**config.mk**
```make
export PLATFORM = sky130hd
export DESIGN_NAME = adc_sample_sequencer
export DESIGN_NICKNAME = d
export VERILOG_FILES = /design/src/rtl/adc_sample_sequencer.sv
export SDC_FILE = /design/constraint.sdc
export NUM_CORES = 1
export LEC_CHECK = 0
export ABC_AREA = 1
export CORE_MARGIN = 3
export CORE_UTILIZATION = 30
export CTS_CLUSTER_DIAMETER = 120
export CTS_CLUSTER_SIZE = 12
export DETAILED_ROUTE_END_ITERATION = 8
export GPL_TIMING_DRIVEN = 0
export PLACE_DENSITY = 0.51
export SLEW_MARGIN = 10
export SYNTH_ARGS = -nofsm -noshare
export SYNTH_HDL_FRONTEND = slang
export SYNTH_SLANG_ARGS = --single-unit
export TNS_END_PERCENT = 20
```
**constraint.sdc**
```tcl
create_clock -name clock_clk -period 2.8 [get_ports clock_clk]
set_clock_uncertainty 0.15 [all_clocks]
set_input_delay 0.28 -clock clock_clk [delete_from_list [all_inputs] [get_ports clock_clk]]
set_output_delay 0.28 -clock clock_clk [all_outputs]
set_load 0.05 [all_outputs]
```
**src/rtl/adc_sample_sequencer.sv**
```systemverilog
// adc_sample_sequencer
//   Paces one single-slot command packet to the ADC core per sample period,
//   captures the matching conversion result, optionally re-centres it to
//   two's complement, and queues it in a 4-entry FIFO for the consumer.
//   Pacing misses, timeouts and FIFO drops are reported as status.
//
// Ports
//   clock_clk, reset_sink_reset        : clock, synchronous active-high reset
//   enable                             : run the sample-rate divider
//   command_*                          : command stream to the ADC core
//   response_*                         : result stream from the ADC core
//                                        (sop/eop/empty are not used)
//   sample_valid/ready/data            : 12-bit sample output, valid/ready
//   clear_status                       : pulse, clears the status outputs
//   missed_tick, timeout_flag          : sticky status flags
//   drop_count                         : saturating count of dropped results
module adc_sample_sequencer #(
  parameter int         CLK_DIV    = 6250,
  parameter logic [4:0] CHANNEL    = 5'd1,
  parameter int         TIMEOUT    = 1023,
  parameter bit         SIGNED_OUT = 1'b1
) (
  input  logic        clock_clk,
  input  logic        reset_sink_reset,
  input  logic        enable,
  output logic        command_valid,
  output logic [4:0]  command_channel,
  output logic        command_startofpacket,
  output logic        command_endofpacket,
  input  logic        command_ready,
  input  logic        response_valid,
  input  logic        response_startofpacket,
  input  logic        response_endofpacket,
  input  logic        response_empty,
  input  logic [4:0]  response_channel,
  input  logic [11:0] response_data,
  output logic        sample_valid,
  input  logic        sample_ready,
  output logic [11:0] sample_data,
  input  logic        clear_status,
  output logic        missed_tick,
  output logic        timeout_flag,
  output logic [15:0] drop_count
);

  localparam int DIV_W = $clog2(CLK_DIV);
  localparam int TMR_W = (TIMEOUT < 1) ? 1 : $clog2(TIMEOUT + 1);

  typedef enum logic [1:0] {IDLE, CMD, WAIT_RSP} state_t;

  logic [DIV_W-1:0] div_cnt_reg;
  logic             tick;
  state_t           state_reg, state_next;
  logic [TMR_W-1:0] timer_reg, timer_next;
  logic             rsp_match, capture, timeout_evt, missed_evt;
  logic             command_valid_reg;

  logic [11:0]      fifo_mem [4];
  logic [1:0]       wr_ptr_reg, rd_ptr_reg, rd_ptr_next;
  logic [2:0]       count_reg, count_next;
  logic             fifo_full, pop, wr_en, drop_evt;
  logic [11:0]      cap_data, head_next;
  logic             sample_valid_reg;
  logic [11:0]      sample_data_reg;
  logic             missed_tick_reg, timeout_flag_reg;
  logic [15:0]      drop_count_reg;

  // Packet framing and empty are meaningless for single-slot results.
  logic unused_rsp_sideband;
  assign unused_rsp_sideband = response_startofpacket ^ response_endofpacket ^ response_empty;

  // Sample-rate divider: free-runs while enabled, parked at 0 otherwise.
  always_ff @(posedge clock_clk) begin
    if (reset_sink_reset || !enable || tick)
      div_cnt_reg <= '0;
    else
      div_cnt_reg <= div_cnt_reg + 1'b1;
  end

  assign tick = enable && (div_cnt_reg == DIV_W'(CLK_DIV - 1));

  assign rsp_match  = response_valid && (response_channel == CHANNEL);
  assign missed_evt = tick && (state_reg != IDLE);

  // Sequencer FSM
  always_ff @(posedge clock_clk) begin
    if (reset_sink_reset) begin
      state_reg         <= IDLE;
      timer_reg         <= '0;
      command_valid_reg <= 1'b0;
    end else begin
      state_reg         <= state_next;
      timer_reg         <= timer_next;
      // Registered copy of "in CMD" so the command port is glitch-free.
      command_valid_reg <= (state_next == CMD);
    end
  end

  always_comb begin
    state_next  = state_reg;
    timer_next  = timer_reg;
    capture     = 1'b0;
    timeout_evt = 1'b0;
    case (state_reg)
      IDLE: begin
        if (tick)
          state_next = CMD;
      end
      CMD: begin
        // Once raised, the command is never retracted, even if enable drops.
        if (command_ready) begin
          state_next = WAIT_RSP;
          timer_next = '0;
        end
      end
      WAIT_RSP: begin
        // A match on the final timer cycle still counts as a capture.
        if (rsp_match) begin
          capture    = 1'b1;
          state_next = IDLE;
        end else if (timer_reg == TMR_W'(TIMEOUT)) begin
          timeout_evt = 1'b1;
          state_next  = IDLE;
        end else begin
          timer_next = timer_reg + 1'b1;
        end
      end
      default: state_next = IDLE;
    endcase
  end

  // Output FIFO with a registered head (sample_data/sample_valid).
  assign cap_data    = SIGNED_OUT ? (response_data ^ 12'h800) : response_data;
  assign fifo_full   = (count_reg == 3'd4);
  assign pop         = sample_valid_reg && sample_ready;
  assign wr_en       = capture && (!fifo_full || pop);
  assign drop_evt    = capture && fifo_full && !pop;
  assign rd_ptr_next = rd_ptr_reg + {1'b0, pop};
  assign count_next  = count_reg + {2'b00, wr_en} - {2'b00, pop};

  // The slot that becomes head may be the one being written this cycle
  // (FIFO empty, or draining its last entry), so forward the new data.
  always_comb begin
    head_next = fifo_mem[rd_ptr_next];
    if (wr_en && (wr_ptr_reg == rd_ptr_next))
      head_next = cap_data;
  end

  always_ff @(posedge clock_clk) begin
    if (wr_en)
      fifo_mem[wr_ptr_reg] <= cap_data;
  end

  always_ff @(posedge clock_clk) begin
    if (reset_sink_reset) begin
      wr_ptr_reg       <= '0;
      rd_ptr_reg       <= '0;
      count_reg        <= '0;
      sample_valid_reg <= 1'b0;
      sample_data_reg  <= '0;
    end else begin
      if (wr_en)
        wr_ptr_reg <= wr_ptr_reg + 1'b1;
      rd_ptr_reg       <= rd_ptr_next;
      count_reg        <= count_next;
      sample_valid_reg <= (count_next != 3'd0);
      if (count_next != 3'd0)
        sample_data_reg <= head_next;
    end
  end

  // Status: a set event in the same cycle as clear_status takes priority.
  always_ff @(posedge clock_clk) begin
    if (reset_sink_reset) begin
      missed_tick_reg  <= 1'b0;
      timeout_flag_reg <= 1'b0;
      drop_count_reg   <= '0;
    end else begin
      if (missed_evt)
        missed_tick_reg <= 1'b1;
      else if (clear_status)
        missed_tick_reg <= 1'b0;

      if (timeout_evt)
        timeout_flag_reg <= 1'b1;
      else if (clear_status)
        timeout_flag_reg <= 1'b0;

      if (drop_evt) begin
        if (clear_status)
          drop_count_reg <= 16'd1;
        else if (drop_count_reg != 16'hFFFF)
          drop_count_reg <= drop_count_reg + 1'b1;
      end else if (clear_status) begin
        drop_count_reg <= '0;
      end
    end
  end

  assign command_valid         = command_valid_reg;
  assign command_startofpacket = command_valid_reg;
  assign command_endofpacket   = command_valid_reg;
  assign command_channel       = CHANNEL;
  assign sample_valid          = sample_valid_reg;
  assign sample_data           = sample_data_reg;
  assign missed_tick           = missed_tick_reg;
  assign timeout_flag          = timeout_flag_reg;
  assign drop_count            = drop_count_reg;

endmodule

```
Word level (Yosys, flattened, before mapping)
Memory sizes are Yosys's and may differ from the RTL's. A register that Yosys moved wholly into a read port is not among the register bits.
Cells that the tools add are included.
{"block": "word_totals", "reg_bits": 52, "latch_bits": 0, "ramBits": 48, "romBits": 0, "inputBits": 27, "out_inout_bits": 39, "word_cells": 77, "memories": 1}
{"name": "fifo_mem", "words": 4, "width": 12, "rd": 1, "rd_ports_with_merged_regs": 1, "write_ports": 1, "line": "58", "rtl": "logic [11:0] fifo_mem [4];"}
{"block": "op_classes", "add_sub_neg": 7, "multipliers": 0, "div_mod_pow": 0, "magnitude_cmp": 0, "eq_ne": 11, "shifts": 0, "muxes": 23, "bitwise": 1, "reduce_logical": 23}
{"op": "$mux 16", "n": 4}
{"op": "$mux 10", "n": 3}
{"op": "$pmux 10 s2", "n": 1}
{"op": "$add 16x1->16 const B", "n": 1}
{"op": "$ne 16x16->1 const B", "n": 1}
{"op": "$add 13x1->13 const B", "n": 1}
{"op": "$eq 13x13->1 const B", "n": 1}
{"op": "$reduce_bool 2->1", "n": 6}
{"op": "$add 10x1->10 const B", "n": 1}
{"op": "$eq 10x10->1 const B", "n": 1}
{"op": "$mux 1", "n": 10}
{"op": "$mux 2", "n": 4}
{"op": "$logic_and 1x1->1", "n": 7}
{"op": "$ne 2x2->1 const B", "n": 3}
{"op": "$pmux 2 s3", "n": 1}
{"op": "$eq 5x1->1 const B", "n": 1}
{"op": "$eq 2x1->1 const B", "n": 2}
{"op": "$reduce_and 4->1", "n": 1}
{"op": "$add 3x1->3", "n": 1}
{"op": "$eq 3x3->1 const B", "n": 1}
{"op": "$logic_not 1->1", "n": 3}
{"op": "$logic_or 1x1->1", "n": 3}
{"op": "$reduce_bool 3->1", "n": 1}
{"op": "$sub 3x1->3", "n": 1}
{"op": "other kinds (6)", "n": 6}

Depth between registers and ports, before layout
Gate-level depths: netlist (run 1).
{"block": "depth", "depth_word": 8, "depth_mapped": 19, "depth_no_buf": 18}

Least setup slack after synthesis (run 1)
Ideal clock, no wire load.
{"block": "synth_timing", "path_kind": "reg2reg", "startpoint": "register sample_valid_reg, in the netlist sample_valid", "endpoint": "register sample_data_reg[0], in the netlist sample_data[0] (read register of fifo_mem)", "setup_ps": 59, "arrival_time_ps": 2758, "required_ps": 2591, "path_slack_ps": -167, "path_stages_with_launch": 16, "period_less_slack_ps": 2967, "path_cell_list": "dfxtp_1 nand2_1 nand2_1 nand2_1 ha_1 inv_1 ha_1 inv_1 fa_1 inv_1 nor2_1 nand2_1 nor2_1 buf_2 nand2_1 nand2_1"}
{"block": "synth_via", "elab_chain_len": 6, "elab_cells_between_ends": 7, "cone_classes": "add/sub: 3; reduce/logical: 4"}
{"element": "start: declaration", "line": "63", "rtl": "logic sample_valid_reg;"}
{"element": "start signal: assignment", "line": "166", "rtl": "sample_valid_reg <= (count_next != 3'd0);"}
{"element": "$logic_and 1x1->1 *", "line": "135", "rtl": "assign pop = sample_valid_reg && sample_ready;"}
{"element": "$logic_or 1x1->1", "line": "136", "rtl": "assign wr_en = capture && (!fifo_full || pop);"}
{"element": "$logic_and 1x1->1", "line": "136"}
{"element": "$add 3x1->3", "line": "139", "rtl": "assign count_next = count_reg + {2'b00, wr_en} - {2'b00, pop};"}
{"element": "$sub 3x1->3", "line": "139"}
{"element": "$reduce_bool 3->1", "line": "167", "rtl": "if (count_next != 3'd0)"}
{"element": "end: declaration", "line": "64", "rtl": "logic [11:0] sample_data_reg;"}
Mark *: on every way between the ends. The rest lies on a longest branch, timed or not.
A chain may end at the register's enable or synchronous reset.

Worst setup path in the final report (run 1)
{"block": "layout_timing", "startpoint": "register count_reg[0]", "endpoint": "register sample_data_reg[8], in the netlist sample_data[8] (read register of fifo_mem)"}
{"block": "layout_via", "elab_chain_len": 7}
{"element": "start: declaration", "line": "60", "rtl": "logic [2:0] count_reg, count_next;"}
{"element": "start signal: assignment", "line": "165", "rtl": "count_reg <= count_next;"}
{"element": "$eq 3x3->1", "line": "134", "rtl": "assign fifo_full = (count_reg == 3'd4);"}
{"element": "$logic_not 1->1", "line": "136"}
{"element": "$logic_or 1x1->1", "line": "136"}
{"element": "$logic_and 1x1->1", "line": "136"}
{"element": "$add 3x1->3 *", "line": "139"}
{"element": "$sub 3x1->3 *", "line": "139"}
{"element": "$reduce_bool 3->1 *", "line": "167"}
Marked as above.

==> results of run 1 <==
through the flow:
step | total power, mW | setup TNS, ns | utilization (%)
4_1_cts | 4.529 | 0 | 38.24
3_5_place_dp | 3.190 | -14.56 | 36.01
6_report | 4.626 | 0 | 39.17
5_1_grt | 4.881 | -0.5273 | 39.17
3_3_place_gp | 3.169 | -19.69 | 35.98
2_1_floorplan | 2.755 | 0 | -
layout by cell type (no fill, tap or decap), types with 3 or more instances in the layout:
master and n:
nor3_1 6, ha_1 9, clkbuf_16 10, nor2_4 6
dfxtp_2 3, o21ai_0 31, clkdlybuf4s50_1 51, buf_2 6
nor2_2 7, inv_1 58, nand2_4 3, a21oi_1 27
dlymetal6s2s_1 5, dfxtp_1 61, edfxtp_1 48, nand4_1 4
conb_1 5, nand2_1 137, xnor2_1 3, buf_4 21
nor2_1 138, nand3_1 48, inv_2 6, clkbuf_1 8
nand3_2 14, nand2_2 9, xor2_1 5, nand3b_1 13
kinds of logic after synthesis:
kind of cell,Yosys count
compound gates,62
xor+xnor,10
fa+ha+maj,12
buf+inv,92
flops,112
other cells,2
simple gates,391
repair_timing:
| action | CTS | global route |
|---|---|---|
| setup buffers | 4 | 8 |
| pin swaps | 3 | 21 |
| endpoints found under the setup margin | 13 | 13 |
| gates resized for setup | 20 | 23 |
| gates cloned | 0 | 1 |
worst max path at each step:
stage / start / to / slack (ns) / cells after the start
finish: count_reg[0]$_SDFF_PP0_ / sample_data[8]$_SDFFE_PP0P_ / 0.08 / 16
global route: count_reg[0]$_SDFF_PP0_ / sample_data[2]$_SDFFE_PP0P_ / -0.06 / 16
CTS: response_channel[2] / sample_data[3]$_SDFFE_PP0P_ / 0.002 / 20
detailed placement: response_valid / sample_data[6]$_SDFFE_PP0P_ / -0.99 / 18
global placement: response_valid / sample_data[8]$_SDFFE_PP0P_ / -0.87 / 18
floorplan: sample_valid$_SDFF_PP0_ / sample_data[0]$_SDFFE_PP0P_ / 0.03 / 15
report_power, final:
group / total, mW / internal [mW] / leakage (nW) / switching, mW
sequential: 1.86 / 1.80 / 0.952 / 0.0602
clock: 1.24 / 0.624 / 0.135 / 0.616
combinational: 1.53 / 0.559 / 1.54 / 0.969
total: 4.63 / 2.98 / 2.63 / 1.64
critical path, stage by stage (launching register included):
cell and delay [ns]:
dfxtp_1 0.37, nor3_4 0.28, nand2_2 0.11, nand2_4 0.08, ha_4 0.19, inv_2 0.06
ha_4 0.12, inv_2 0.03, fa_1 0.53, inv_1 0.06, nor2_2 0.11, nand2_2 0.09
nand2_2 0.10, inv_4 0.07, clkbuf_16 0.16, nand3_2 0.05, nand2_1 0.04
metal layers:
layer | share of wire [%] | GRT usage [%]
met1 | 46 | 16.80
met2 | 49 | 23.44
met3 | 3.7 | 2.273
met4 | 1.4 | 4.895
met5 | 0 | 0
cell usage after synthesis (all sizes together):
master,count
inv,65
a21oi,28
o21ai,32
nand4,5
nand3,63
nor2,151
dfxtp,64
o21bai,1
conb,2
nand3b,13
xnor2,4
fa,1
xor2,6
nor3b,1
edfxtp,48
ha,11
nor3,7
clkbuf,6
nand2,149
o31ai,1
buf,21
or2,2
final cells by class:
cell class | instances | area share, %
clock inverters | 5 | 0.7650
flip-flops and latches | 112 | 39.69
well taps | 225 | 4.098
multi-input cells | 480 | 35.76
clock buffers | 11 | 3.388
inverters | 65 | 3.588
repair buffers | 69 | 10.02
plain buffers | 27 | 2.696
==> flow_metrics.tcl, run 1 <==
set metrics [dict create \
    post-place-ws_ns -0.9946 \
    largest_reg_flops 48 \
    final_area_mm2 0.006869 \
    insertion_delay_ns 0.36 \
    place_area_mm2 0.006315 \
    rrSetupSlack_ns 0.08 \
    cp.required_ns 2.90 \
    cts-root-buf "clkbuf_16" \
    fin_nets 803 \
    muxShareOfSynthArea_pct 0 \
    die-area_mm2 0.01984 \
    cp-start-kind "register" \
    cellPowerDensity_mw_per_mm2 673.5 \
    die_height_um 140.9 \
    antenna_found_initial 0 \
    p_leak_nw 2.629 \
    syn_area_mm2 0.005455 \
    placedCellCount 965 \
    synthTopCellsByArea "edfxtp_1, dfxtp_1, nor2_1" \
    core_area_mm2 0.01754 \
    worst-path-max-fanout 5 \
    ys_seq_elements 112 \
    synth_compound_area_share_pct 5.849 \
    ff2ff_path_depth 16 \
    hold_violations 0 \
    yosys.area_share.xor_xnor_pct 1.743 \
    rows 48 \
    instances_no_fill 994 \
    diodes 0 \
    drtAntennaViolNets 0 \
    clkTransAtPathRegs_ns 0.07 \
    drt_pass1_iterations 4 \
    period_minus_slack_ns 2.717 \
    multi_input_area_mm2 0.002456 \
    cp-end-kind "register" \
    numClockSinks 112 \
    maxCapViolCount 0 \
    routedWlPerCell_um 13.49 \
    tritoncts "done" \
    syn_avg_cell_area_um2 8.011 \
    synth.largest_area_cell "edfxtp_1" \
    numCtsBuffers 9 \
    grt_pass1_vias 4335 \
    rsz0062_at_grt "yes" \
    hold_path.startpoint "clear_status" \
    finalSetupViolCount 0 \
    die_x_um 140.9 \
    min_path_cells 4 \
    holdBufCountCts 0 \
    grt.overflow.total 0 \
    vias_per_cell 4.565 \
    seq_area_mm2 0.002726 \
    htree_levels 3 \
    critPathArrivalTime_ns 2.81 \
    gp_congestion 0.8131 \
    outcome "finished clean" \
    synthAdderAreaFrac_pct 2.890 \
    yosysWarnings 0 \
    rr_startpoint "count_reg[0]$_SDFF_PP0_" \
    numPortBuffers 56 \
    drt_iter0_drc 245 \
    drive_above_1_share_pct 13.65 \
    hold_path_class "in -> reg" \
    cts.path.max_buffers 2 \
    synthCells 681 \
    grt_max_degree 20 \
    layout_setup_ws_ns 0.08312 \
    grt_usage_pct 13.47 \
    totalWireLength_um 13410 \
    synth_top_family_by_area "simple AND/OR/NAND/NOR gates" \
    area_growth_pct 25.92 \
    ys_seq_area_share_pct 49.91 \
    dpl.hpwl_um 9366 \
    vdd_drop_max_v 0.0005067 \
    fmax_mhz 368.1 \
    tightest_slew_ns 1.104 \
    via_count 4538 \
    synth_cell_type_count 37 \
    synth.top_cell.area_share_pct 26.42 \
    hold_ws_ns 0.1634 \
    worst_r2r_endpoint "sample_data[8]$_SDFFE_PP0P_" \
    critPathKind "reg -> reg" \
    io_pins 66 \
    report.final.slew_viol_count 0 \
    max_slew_margin_pct 26.15 \
    initial_utilization_pct 31.11 \
    fin_crit_sh_pct 97.03 \
    n_fill_cell 1774 \
    drc_errors 0 \
    grt_pass1_wl_um 21370 \
    hold_end "drop_count[10]$_SDFFE_PP0P_" \
    synth-simple-area-share_pct 31.90 \
]
Note: power is estimated with default switching activity, not from simulation.
==> inputs of run 2 (changes only) <==
--- a/config.mk
+++ b/config.mk
@@ -5,14 +5,14 @@
 export SDC_FILE = /design/constraint.sdc
 export NUM_CORES = 1
 export LEC_CHECK = 0
-export ABC_AREA = 1
+export ABC_AREA = 0
 export CORE_MARGIN = 3
 export CORE_UTILIZATION = 30
 export CTS_CLUSTER_DIAMETER = 120
 export CTS_CLUSTER_SIZE = 12
 export DETAILED_ROUTE_END_ITERATION = 8
 export GPL_TIMING_DRIVEN = 0
-export PLACE_DENSITY = 0.51
+export PLACE_DENSITY = 0.5
 export SLEW_MARGIN = 10
 export SYNTH_ARGS = -nofsm -noshare
 export SYNTH_HDL_FRONTEND = slang
==> constraint.sdc (replaced) <==
create_clock -name clock_clk -period 2.6 [get_ports clock_clk]
set_clock_uncertainty 0.15 [all_clocks]
set_input_delay 0.26 -clock clock_clk [delete_from_list [all_inputs] [get_ports clock_clk]]
set_output_delay 0.26 -clock clock_clk [all_outputs]
set_load 0.05 [all_outputs]
==> run 2 against run 1 <==
The run now ends with setup timing left. Clock power is 15% higher. Critical path depth fell by 2. Maximum frequency shrank 12%. Hold slack improved by 0.071 ns. Sequential share of layout area grew 4.4 points. Final cell count down 27%. Total power is 27% lower. Register-to-register slack got worse by 0.58 ns. Critical endpoint is now sample_data[6]$_SDFFE_PP0P_.
==> flow_metrics.tcl, run 2 <==
set metrics [dict create \
    layout_setup_ws_ns -0.4926 \
    gp_congestion 0.7748 \
    die_x_um 132.9 \
    synth.largest_area_cell "edfxtp_1" \
    fin_nets 548 \
    via_count 3458 \
    drtAntennaViolNets 0 \
    slowest_stage "fa_1" \
    critPathArrivalTime_ns 3.20 \
    fin_crit_sh_pct 118.9 \
    grt_usage_pct 12.99 \
    cpMostUsedCell "inv_2" \
    fmax_mhz 323.3 \
    vdd_drop_max_v 0.0003900 \
    diodes 0 \
    utilization_pct 39.98 \
    core_area_mm2 0.01548 \
    rsz0062_at_grt "yes" \
    critPathKind "reg -> reg" \
    synth.top_cell.area_share_pct 29.81 \
    hold_violations 0 \
    cp-start-kind "register" \
    antenna_found_initial 0 \
    grt.overflow.total 0 \
    cellPowerDensity_mw_per_mm2 543.0 \
    io_pins 66 \
    syn_avg_cell_area_um2 11.27 \
    cp-end-kind "register" \
    numClockSinks 112 \
    tightest_slew_ns 0.7476 \
    syn_area_mm2 0.004835 \
    numCtsBuffers 9 \
    ys_seq_elements 112 \
    holdBufCountCts 0 \
    final_cell_mix "dfxtp_1, clkdlybuf4s50_1, nor2_1, edfxtp_1, nand2_1" \
    ff2ff_path_depth 14 \
    cts.path.max_buffers 2 \
    path_cells "nor4bb_4 > nand2_2 > a21oi_4 > inv_2 > ha_4 > inv_2 > ha_4 > inv_2 > fa_1 > nor2b_4 > a21oi_4 > and2_4 > buf_12 > a221o_1" \
    drt_pass1_iterations 4 \
    ys_seq_area_share_pct 56.31 \
    drive_above_1_share_pct 15.18 \
    die_height_um 132.9 \
    numPortBuffers 56 \
    synthFlopType "dfxtp_1" \
    grt_pass1_vias 3406 \
    post-place-ws_ns -1.471 \
    insertion_delay_ns 0.36 \
    min_path_cells 2 \
    largest_reg_flops 48 \
    async_flop_share_pct 0 \
    placedCellCount 699 \
    vias_per_cell 4.770 \
    totalWireLength_um 11000 \
    instances_no_fill 725 \
    die-area_mm2 0.01767 \
    dpl.hpwl_um 7426 \
    crit_cells 14 \
    area_growth_pct 28.05 \
    tritoncts "done" \
    cp_top_family "adder cells" \
    maxCapViolCount 0 \
    cp.required_ns 2.71 \
    yosysWarnings 0 \
    routedWlPerCell_um 15.17 \
    synth_edf_count 48 \
    synthCells 429 \
    p_leak_nw 2.102 \
    finalPower_mw 3.362 \
    finalSetupViolCount 13 \
    max_stage_delay_ns 0.53 \
    drc_errors 0 \
    grt_max_degree 21 \
    final_common_cell "dfxtp_1" \
    grt_pass1_wl_um 17880 \
    worst-path-max-fanout 10 \
    initial_utilization_pct 31.22 \
    synth.most_common_cell "dfxtp_1" \
    period_minus_slack_ns 3.093 \
    outcome "complete, but fails checks" \
    crit_buf_inv 4 \
    synth_cell_type_count 46 \
    max_slew_margin_pct 50.16 \
    rows 45 \
    clkTransAtPathRegs_ns 0.08 \
    hold_ws_ns 0.2345 \
    htree_levels 3 \
    hold_path_class "in -> reg" \
    synthTopCellsByCount "dfxtp_1, nor2_1, edfxtp_1, nand2_1, nand3_1" \
    drt_iter0_drc 178 \
    violations "setup timing" \
    report.final.slew_viol_count 0 \
    cts-root-buf "clkbuf_16" \
    synthTopCellsByArea "edfxtp_1, dfxtp_1, mux4_2" \
]
-- run 2: cell families (layout without fill, tap and decap cells) --
| logic type | count (synthesis) | in the layout | synth area share [%] |
|---|---|---|---|
| XOR/XNOR | 24 | 24 | 4.632 |
| AND/OR/NAND/NOR | 186 | 186 | 19.67 |
| adder cells (fa/ha/maj) | 12 | 12 | 3.261 |
| buffers and inverters | 32 | 114 | 3.287 |
| AO/OA/AOI/OAI | 46 | 46 | 6.444 |
| other | 2 | 5 | 0.1553 |
| multiplexers | 15 | 15 | 6.237 |
| flip-flops | 112 | 112 | 56.31 |
-- run 2: cell type report --
cell class              instances  area (um^2)
clock inverters                 6        73.82
repair buffers                 67        641.9
flip-flops and latches        112         2731
multi-input cells             288         2062
inverters                      11        41.29
fillers                      1524         9293
clock buffers                  10        229.0
plain buffers                  20        147.6
well taps                     211        264.0
-- run 2: what timing repair did --
action / CTS / global route
setup endpoints to repair: 15 / 17
cloned: 1 / 0
pin swaps: 5 / 4
setup buffers: 8 / 2
resized for setup: 17 / 6
-- run 2: stage by stage --
| stage | TNS, ns | area (um^2) |
|---|---|---|
| after global routing | -7.164 | 6191 |
| after CTS | -6.276 | 6158 |
| after global placement | -31.68 | 5737 |
| after floorplan | -5.329 | 4912 |
| after detailed placement | -33.01 | 5737 |
| final | -5.608 | 6191 |
-- run 2: where the power goes --
| group | internal, mW | switching (mW) |
|---|---|---|
| logic | 0.0437 | 0.0610 |
| registers | 1.83 | 0.00177 |
| clock network | 0.762 | 0.665 |
| total | 2.63 | 0.728 |
-- run 2: routing by layer --
| metal | share of wire (%) | global-route usage (%) | vias up |
|---|---|---|---|
| met3 | 5.1 | 4.563 | 9 |
| met1 | 46 | 16.91 | 1673 |
| li1 | - | - | 1707 |
| met4 | 1.2 | 3.464 | 0 |
| met2 | 48 | 20.60 | 69 |
| met5 | 0 | 0 | - |
-- run 2: worst reg2reg max path, stage by stage, from the launching register on --
cell and delay, ns:
dfxtp_4 0.36, nor4bb_4 0.27, nand2_2 0.13, a21oi_4 0.15, inv_2 0.06, ha_4 0.21
inv_2 0.06, ha_4 0.11, inv_2 0.03, fa_1 0.53, nor2b_4 0.19, a21oi_4 0.08
and2_4 0.20, buf_12 0.14, a221o_1 0.32
-- run 2: path summary, 6_finish.rpt --
check	start	end	slack, ns
max reg2reg	state_reg[0]$_SDFF_PP0_	sample_data[6]$_SDFFE_PP0P_	-0.49
min	reset_sink_reset	rd_ptr_reg[1]$_SDFF_PP0_	0.23
max	state_reg[0]$_SDFF_PP0_	sample_data[6]$_SDFFE_PP0P_	-0.49
min reg2reg	div_cnt_reg[0]$_SDFF_PP0_	div_cnt_reg[0]$_SDFF_PP0_	0.34
